**config.mk**
```make
export PLATFORM = sky130hd
export DESIGN_NAME = step_sequencer
export DESIGN_NICKNAME = d
export VERILOG_FILES = /design/src/rtl/step_sequencer.sv
export SDC_FILE = /design/constraint.sdc
export NUM_CORES = 1
export LEC_CHECK = 0
export CAP_MARGIN = 20
export CORE_UTILIZATION = 60
export CTS_CLUSTER_SIZE = 30
export DETAILED_ROUTE_END_ITERATION = 8
export PLACE_DENSITY = 0.91
export SETUP_SLACK_MARGIN = 0.5
export SLEW_MARGIN = 40
export SYNTH_ARGS = -nofsm -noshare
export SYNTH_HDL_FRONTEND = slang
export SYNTH_SLANG_ARGS = --single-unit
```
**constraint.sdc**
```tcl
create_clock -name CLOCK_50 -period 15.04 [get_ports CLOCK_50]
set_input_delay 3.76 -clock CLOCK_50 [delete_from_list [all_inputs] [get_ports CLOCK_50]]
set_output_delay 3.76 -clock CLOCK_50 [all_outputs]
set_load 0.005 [all_outputs]
```
**src/rtl/step_sequencer.sv**
```systemverilog
// Multi-channel drum step sequencer core.
// Holds one NUM_STEPS-bit hit pattern per channel, advances a shared step
// counter at a runtime tempo, gates each channel's audio with its pattern
// bit for the current step, and mixes the gated channels into one saturated
// sample. All outputs come straight from registers.
module step_sequencer #(
  parameter int NUM_CH    = 4,
  parameter int NUM_STEPS = 8,
  parameter int AUD_W     = 24,
  parameter int DIV_W     = 26,
  localparam int CH_W     = (NUM_CH > 1) ? $clog2(NUM_CH) : 1,
  localparam int ST_W     = (NUM_STEPS > 1) ? $clog2(NUM_STEPS) : 1
) (
  input  logic                    CLOCK_50,
  input  logic                    reset,
  input  logic                    run,
  input  logic                    restart,
  input  logic [DIV_W-1:0]        tempo,
  input  logic                    load,
  input  logic [CH_W-1:0]         load_ch,
  input  logic [NUM_STEPS-1:0]    pattern_in,
  input  logic [NUM_CH-1:0]       mute,
  input  logic [NUM_CH*AUD_W-1:0] aud_in,
  output logic [AUD_W-1:0]        aud_out,
  output logic [ST_W-1:0]         step,
  output logic                    step_pulse,
  output logic [NUM_CH-1:0]       active
);

  // Mixer accumulator is wide enough that summing every channel never wraps.
  localparam int SUM_W = AUD_W + $clog2(NUM_CH) + 1;
  localparam logic signed [SUM_W-1:0] SAT_MAX =
    {{(SUM_W-AUD_W+1){1'b0}}, {(AUD_W-1){1'b1}}};
  localparam logic signed [SUM_W-1:0] SAT_MIN =
    {{(SUM_W-AUD_W+1){1'b1}}, {(AUD_W-1){1'b0}}};

  typedef enum logic [0:0] {
    ST_STOPPED = 1'b0,
    ST_RUNNING = 1'b1
  } state_t;

  state_t                      r_state;
  state_t                      w_state_nxt;
  logic                        w_entry;
  logic                        w_term;
  logic                        w_go;
  logic [DIV_W-1:0]            w_tdiv_m1;
  logic [ST_W-1:0]             w_step_inc;
  logic                        w_load_rise;
  logic signed [SUM_W-1:0]     w_sum;

  logic [DIV_W-1:0]            r_tick;
  logic [ST_W-1:0]             r_step;
  logic                        r_pulse;
  logic [NUM_CH-1:0]           r_active;
  logic [AUD_W-1:0]            r_aud;
  logic                        r_load_q;
  logic [NUM_STEPS-1:0]        r_pat [NUM_CH];

  // Sign-extend one channel sample to the accumulator width.
  function automatic logic signed [SUM_W-1:0] f_sext(input logic [AUD_W-1:0] v);
    return {{(SUM_W-AUD_W){v[AUD_W-1]}}, v};
  endfunction

  // Clamp the wide mix into the signed audio range.
  function automatic logic [AUD_W-1:0] f_saturate(input logic signed [SUM_W-1:0] v);
    logic [AUD_W-1:0] res;
    if (v > SAT_MAX) begin
      res = SAT_MAX[AUD_W-1:0];
    end else if (v < SAT_MIN) begin
      res = SAT_MIN[AUD_W-1:0];
    end else begin
      res = v[AUD_W-1:0];
    end
    return res;
  endfunction

  // A tempo of 0 behaves as 1; the live value is used so tempo edits act at once.
  assign w_tdiv_m1   = (tempo == {DIV_W{1'b0}}) ? {DIV_W{1'b0}} : tempo - DIV_W'(1);
  assign w_step_inc  = (r_step == ST_W'(NUM_STEPS-1)) ? {ST_W{1'b0}} : r_step + ST_W'(1);
  assign w_load_rise = load & ~r_load_q;
  assign w_go        = (w_state_nxt == ST_RUNNING);

  // FSM state register.
  always_ff @(posedge CLOCK_50 or negedge reset) begin
    if (!reset) begin
      r_state <= ST_STOPPED;
    end else begin
      r_state <= w_state_nxt;
    end
  end

  // Next state plus entry and terminal-tick strobes.
  always_comb begin
    w_state_nxt = r_state;
    w_entry     = 1'b0;
    w_term      = 1'b0;
    case (r_state)
      ST_STOPPED: begin
        if (run) begin
          w_state_nxt = ST_RUNNING;
          w_entry     = 1'b1;
        end else begin
          w_state_nxt = ST_STOPPED;
        end
      end
      ST_RUNNING: begin
        if (!run) begin
          w_state_nxt = ST_STOPPED;
        end else begin
          w_state_nxt = ST_RUNNING;
          w_term      = (r_tick >= w_tdiv_m1);
        end
      end
      default: begin
        w_state_nxt = ST_STOPPED;
      end
    endcase
  end

  // Tick counter, step index and step strobe; restart overrides a terminal tick.
  always_ff @(posedge CLOCK_50 or negedge reset) begin
    if (!reset) begin
      r_tick  <= {DIV_W{1'b0}};
      r_step  <= {ST_W{1'b0}};
      r_pulse <= 1'b0;
    end else begin
      r_pulse <= w_go & (w_entry | restart | w_term);
      if (restart) begin
        r_tick <= {DIV_W{1'b0}};
        r_step <= {ST_W{1'b0}};
      end else if (!w_go || w_entry) begin
        r_tick <= {DIV_W{1'b0}};
      end else if (w_term) begin
        r_tick <= {DIV_W{1'b0}};
        r_step <= w_step_inc;
      end else begin
        r_tick <= r_tick + DIV_W'(1);
      end
    end
  end

  // Pattern store: one write per rising edge of load; out-of-range channel is ignored.
  always_ff @(posedge CLOCK_50 or negedge reset) begin
    if (!reset) begin
      r_load_q <= 1'b0;
      for (int c = 0; c < NUM_CH; c++) begin
        r_pat[c] <= {NUM_STEPS{1'b0}};
      end
    end else begin
      r_load_q <= load;
      for (int c = 0; c < NUM_CH; c++) begin
        if (w_load_rise && (load_ch == CH_W'(c))) begin
          r_pat[c] <= pattern_in;
        end
      end
    end
  end

  // Per-channel gate from this cycle's step and pattern; cleared when stopping.
  always_ff @(posedge CLOCK_50 or negedge reset) begin
    if (!reset) begin
      r_active <= {NUM_CH{1'b0}};
    end else begin
      for (int c = 0; c < NUM_CH; c++) begin
        r_active[c] <= w_go & r_pat[c][r_step] & ~mute[c];
      end
    end
  end

  // Sum the samples of the gated channels.
  always_comb begin
    w_sum = {SUM_W{1'b0}};
    for (int c = 0; c < NUM_CH; c++) begin
      if (r_active[c]) begin
        w_sum = w_sum + f_sext(aud_in[c*AUD_W +: AUD_W]);
      end else begin
        w_sum = w_sum;
      end
    end
  end

  // Registered saturated mix; silent as soon as the sequencer stops.
  always_ff @(posedge CLOCK_50 or negedge reset) begin
    if (!reset) begin
      r_aud <= {AUD_W{1'b0}};
    end else if (w_go) begin
      r_aud <= f_saturate(w_sum);
    end else begin
      r_aud <= {AUD_W{1'b0}};
    end
  end

  assign aud_out    = r_aud;
  assign step       = r_step;
  assign step_pulse = r_pulse;
  assign active     = r_active;

endmodule

```
==> flow_metrics.env <==
export IMPL_die_w_um=135
export IMPL_ir_worst_vdd_uv=97.0
export IMPL_path_clk_slew_ns=0.08
export IMPL_cp_end_kind="flop"
export IMPL_p_leak_nw=5.78
export IMPL_cp_max_fo=23
export IMPL_grt_pass1_vias=9925
export IMPL_startpoint_type="input pin"
export IMPL_clk_latency_ns=0.35
export IMPL_start_util=0.615
export IMPL_num_vias=10506
export IMPL_syn_to_final_growth_pct=20.6
export IMPL_async_reset_ff_frac=1.00
export IMPL_yosys_register_bits=92
export IMPL_fin_util=0.742
export IMPL_synth_edf_count=0
export IMPL_rrSetupSlack_ns=7.24
export IMPL_hold_class="flop to flop"
export IMPL_grt_pass1_wl_um=49300
export IMPL_cts_resized=0
export IMPL_coreArea_mm2=0.0173
export IMPL_cts_tree="built"
export IMPL_post_route_period_util=0.728
export IMPL_total_power_mw=1.03
export IMPL_critical_path_reg2reg_startpoint="active[0]$_DFF_PN0_"
export IMPL_syn_avg_cell_area_um2=8.42
export IMPL_finalSetupTns_ns=0
export IMPL_grt_overflow=0
export IMPL_slew_headroom=0.477
export IMPL_placementRows=48
export IMPL_endpoint="aud_out[19]$_DFF_PN0_"
export IMPL_p_per_area_mw_per_mm2=80.1
export IMPL_ctsHoldBuffers=0
export IMPL_die_h_um=135
export IMPL_synth_flop_cell="dfrtp_1"
export IMPL_status="complete, no violations"
export IMPL_syn_area_mm2=0.0106
export IMPL_slowest_delay_ns=0.51
export IMPL_cts_setup_buffers=0
export IMPL_hold_ws_ns=0.492
export IMPL_nets=1655
export IMPL_synth_fp_nets=1509
export IMPL_wl_per_cell_um=18.8
export IMPL_reg2regPathDepth=31
export IMPL_hold_viol_final=0
export IMPL_cts_buffer_depth=2
export IMPL_drt_pass1_iterations=6
export IMPL_worst_pin_slew_ns=0.784
export IMPL_cts_root_buf="clkbuf_16"
export IMPL_diodes=0
export IMPL_period_needed_ns=10.95
export IMPL_yosysSeqAreaShare=0.216
export IMPL_max_freq_ghz=0.0913
export IMPL_grtUsageTotal=0.339
export IMPL_ios=173
export IMPL_cp_arrival_ns=11.19
export IMPL_drc_errors=0
export IMPL_cts_sinks=92
export IMPL_htree_levels=3
export IMPL_yosys_warnings=0
export IMPL_skew_ns=0.00992
export IMPL_place_area_mm2=0.0125
export IMPL_drive_above_1_share=0.0997
export IMPL_grt_max_degree=52
export IMPL_drt_iter0_drc=758
export IMPL_synth_cell_type_count=95
export IMPL_port_buffers=172
export IMPL_cts_buffers=9
export IMPL_cpMostUsedCell="ha_1"
export IMPL_maxCapViolations=0
export IMPL_synthCells=1263
export IMPL_crit_path_start="aud_in[0]"
export IMPL_synth_top_cell_by_area="dfrtp_1"
export IMPL_rr_endpoint="aud_out[19]$_DFF_PN0_"
export IMPL_synth_commonest_cells="nand2_1 (142), nor2_1 (103), ha_1 (102)"
export IMPL_antenna_found_initial=0
export IMPL_slew_viol_final=0
export IMPL_drtAntennaViolNets=0
export IMPL_via_per_inst=6.41
export IMPL_path_class="input pin to flop"
export IMPL_die_area_mm2=0.0183
export IMPL_setup_viol_count_final=0
export IMPL_dp_hpwl_um=23800
export IMPL_gp_congestion=0.958
export IMPL_slowest_stage="ha_1"
export IMPL_worstPathRequired_ns=15.28
export IMPL_fin_area_mm2=0.0128
export IMPL_rsz0062_at_grt="false"
export IMPL_yosysTopAreaCellShare=0.216
export IMPL_synthTopCellsByArea="dfrtp_1 (22%), ha_1 (12%), mux2_2 (5.4%), nand2_1 (5.0%), xnor2_1 (4.8%)"
export IMPL_yosys_cell_count_top_type="nand2_1"
export IMPL_wirelength_um=30900
## layer usage
metal / track usage / routed length (µm) / part of all wire
met3: 0.0670 / 2760 / 0.089
met5: 0 / 0 / 0
met4: 0.113 / 892 / 0.029
met2: 0.559 / 14200 / 0.46
met1: 0.443 / 13100 / 0.42
## layout make-up
cell class | instances | area, µm²
clock inverter | 7 | 88.8
tap | 225 | 282
sequential | 92 | 2300
fill | 1272 | 4470
multi-input combinational | 1083 | 7960
clock buffer | 9 | 225
inverter | 36 | 135
timing repair buffer | 187 | 1840
## worst max-delay path, delay by kind of cell
kind	cells	cell delay [ns]
AOI/OAI and AO/OA	11	2.10
and+or+nand+nor	9	1.90
adders and majority gates	5	1.90
buffers and inverters	2	0.65
muxes	2	0.54
xor gates and xnor gates	2	0.31
## cell families after synthesis
family,count (synthesis),share of synthesized area
AOI/OAI and AO/OA,339,0.231
xor gates and xnor gates,112,0.0929
adders and majority gates,106,0.127
buffers and inverters,88,0.0360
DFF,92,0.216
muxes,82,0.0927
and+or+nand+nor,444,0.204
## sequential cells by signal (all words and copies together) (netlist names)
name / cells
r_pat: 32
r_tick: 26
aud_out: 24
active: 4
step: 3
r_load_q: 1
r_state: 1
step_pulse: 1
## how the worst min path moves through the flow
stage	slack [ns]	depth (start not counted)	endpoint	startpoint
2_1_floorplan	0.45	1	r_tick[0]$_DFF_PN0_	r_tick[0]$_DFF_PN0_
3_3_place_gp	0.48	1	r_tick[0]$_DFF_PN0_	r_tick[0]$_DFF_PN0_
3_5_place_dp	0.48	1	r_tick[0]$_DFF_PN0_	r_tick[0]$_DFF_PN0_
4_1_cts	0.49	1	r_tick[0]$_DFF_PN0_	r_tick[0]$_DFF_PN0_
5_1_grt	0.51	1	r_tick[0]$_DFF_PN0_	r_tick[0]$_DFF_PN0_
6_report	0.49	1	r_tick[0]$_DFF_PN0_	r_tick[0]$_DFF_PN0_
## layout by cell type (no fill, tap or decap), types with 10 or more instances in the layout
cell type	instances
clkdlybuf4s50_1	171
nand2_1	142
nor2_1	103
ha_1	102
dfrtp_1	92
a21oi_1	85
xnor2_1	58
xor2_1	53
mux2_2	51
o21ai_0	48
a21o_1	40
nand3_1	39
inv_1	35
nor3_1	23
and2_1	22
mux2i_1	22
nand4_1	18
o22ai_2	18
a31oi_1	16
nand2b_1	15
buf_4	15
and3_1	14
o21a_1	14
a211oi_1	11
o211ai_1	10
## power by group
part | total [mW] | switching [mW] | internal, mW
Clock | 0.244 | 0.110 | 0.133
Combinational | 0.478 | 0.250 | 0.228
Sequential | 0.307 | 0.0211 | 0.286
Total | 1.03 | 0.381 | 0.647
## through the flow
step / std cells / setup slack, ns
floorplan: 1263 / 5.07
global placement: 1620 / 4.07
detailed placement: 1622 / 3.84
CTS: 1638 / 4.15
global route: 1639 / 3.63
finish: 1639 / 4.09
Note: power is estimated with default switching activity, not from simulation.
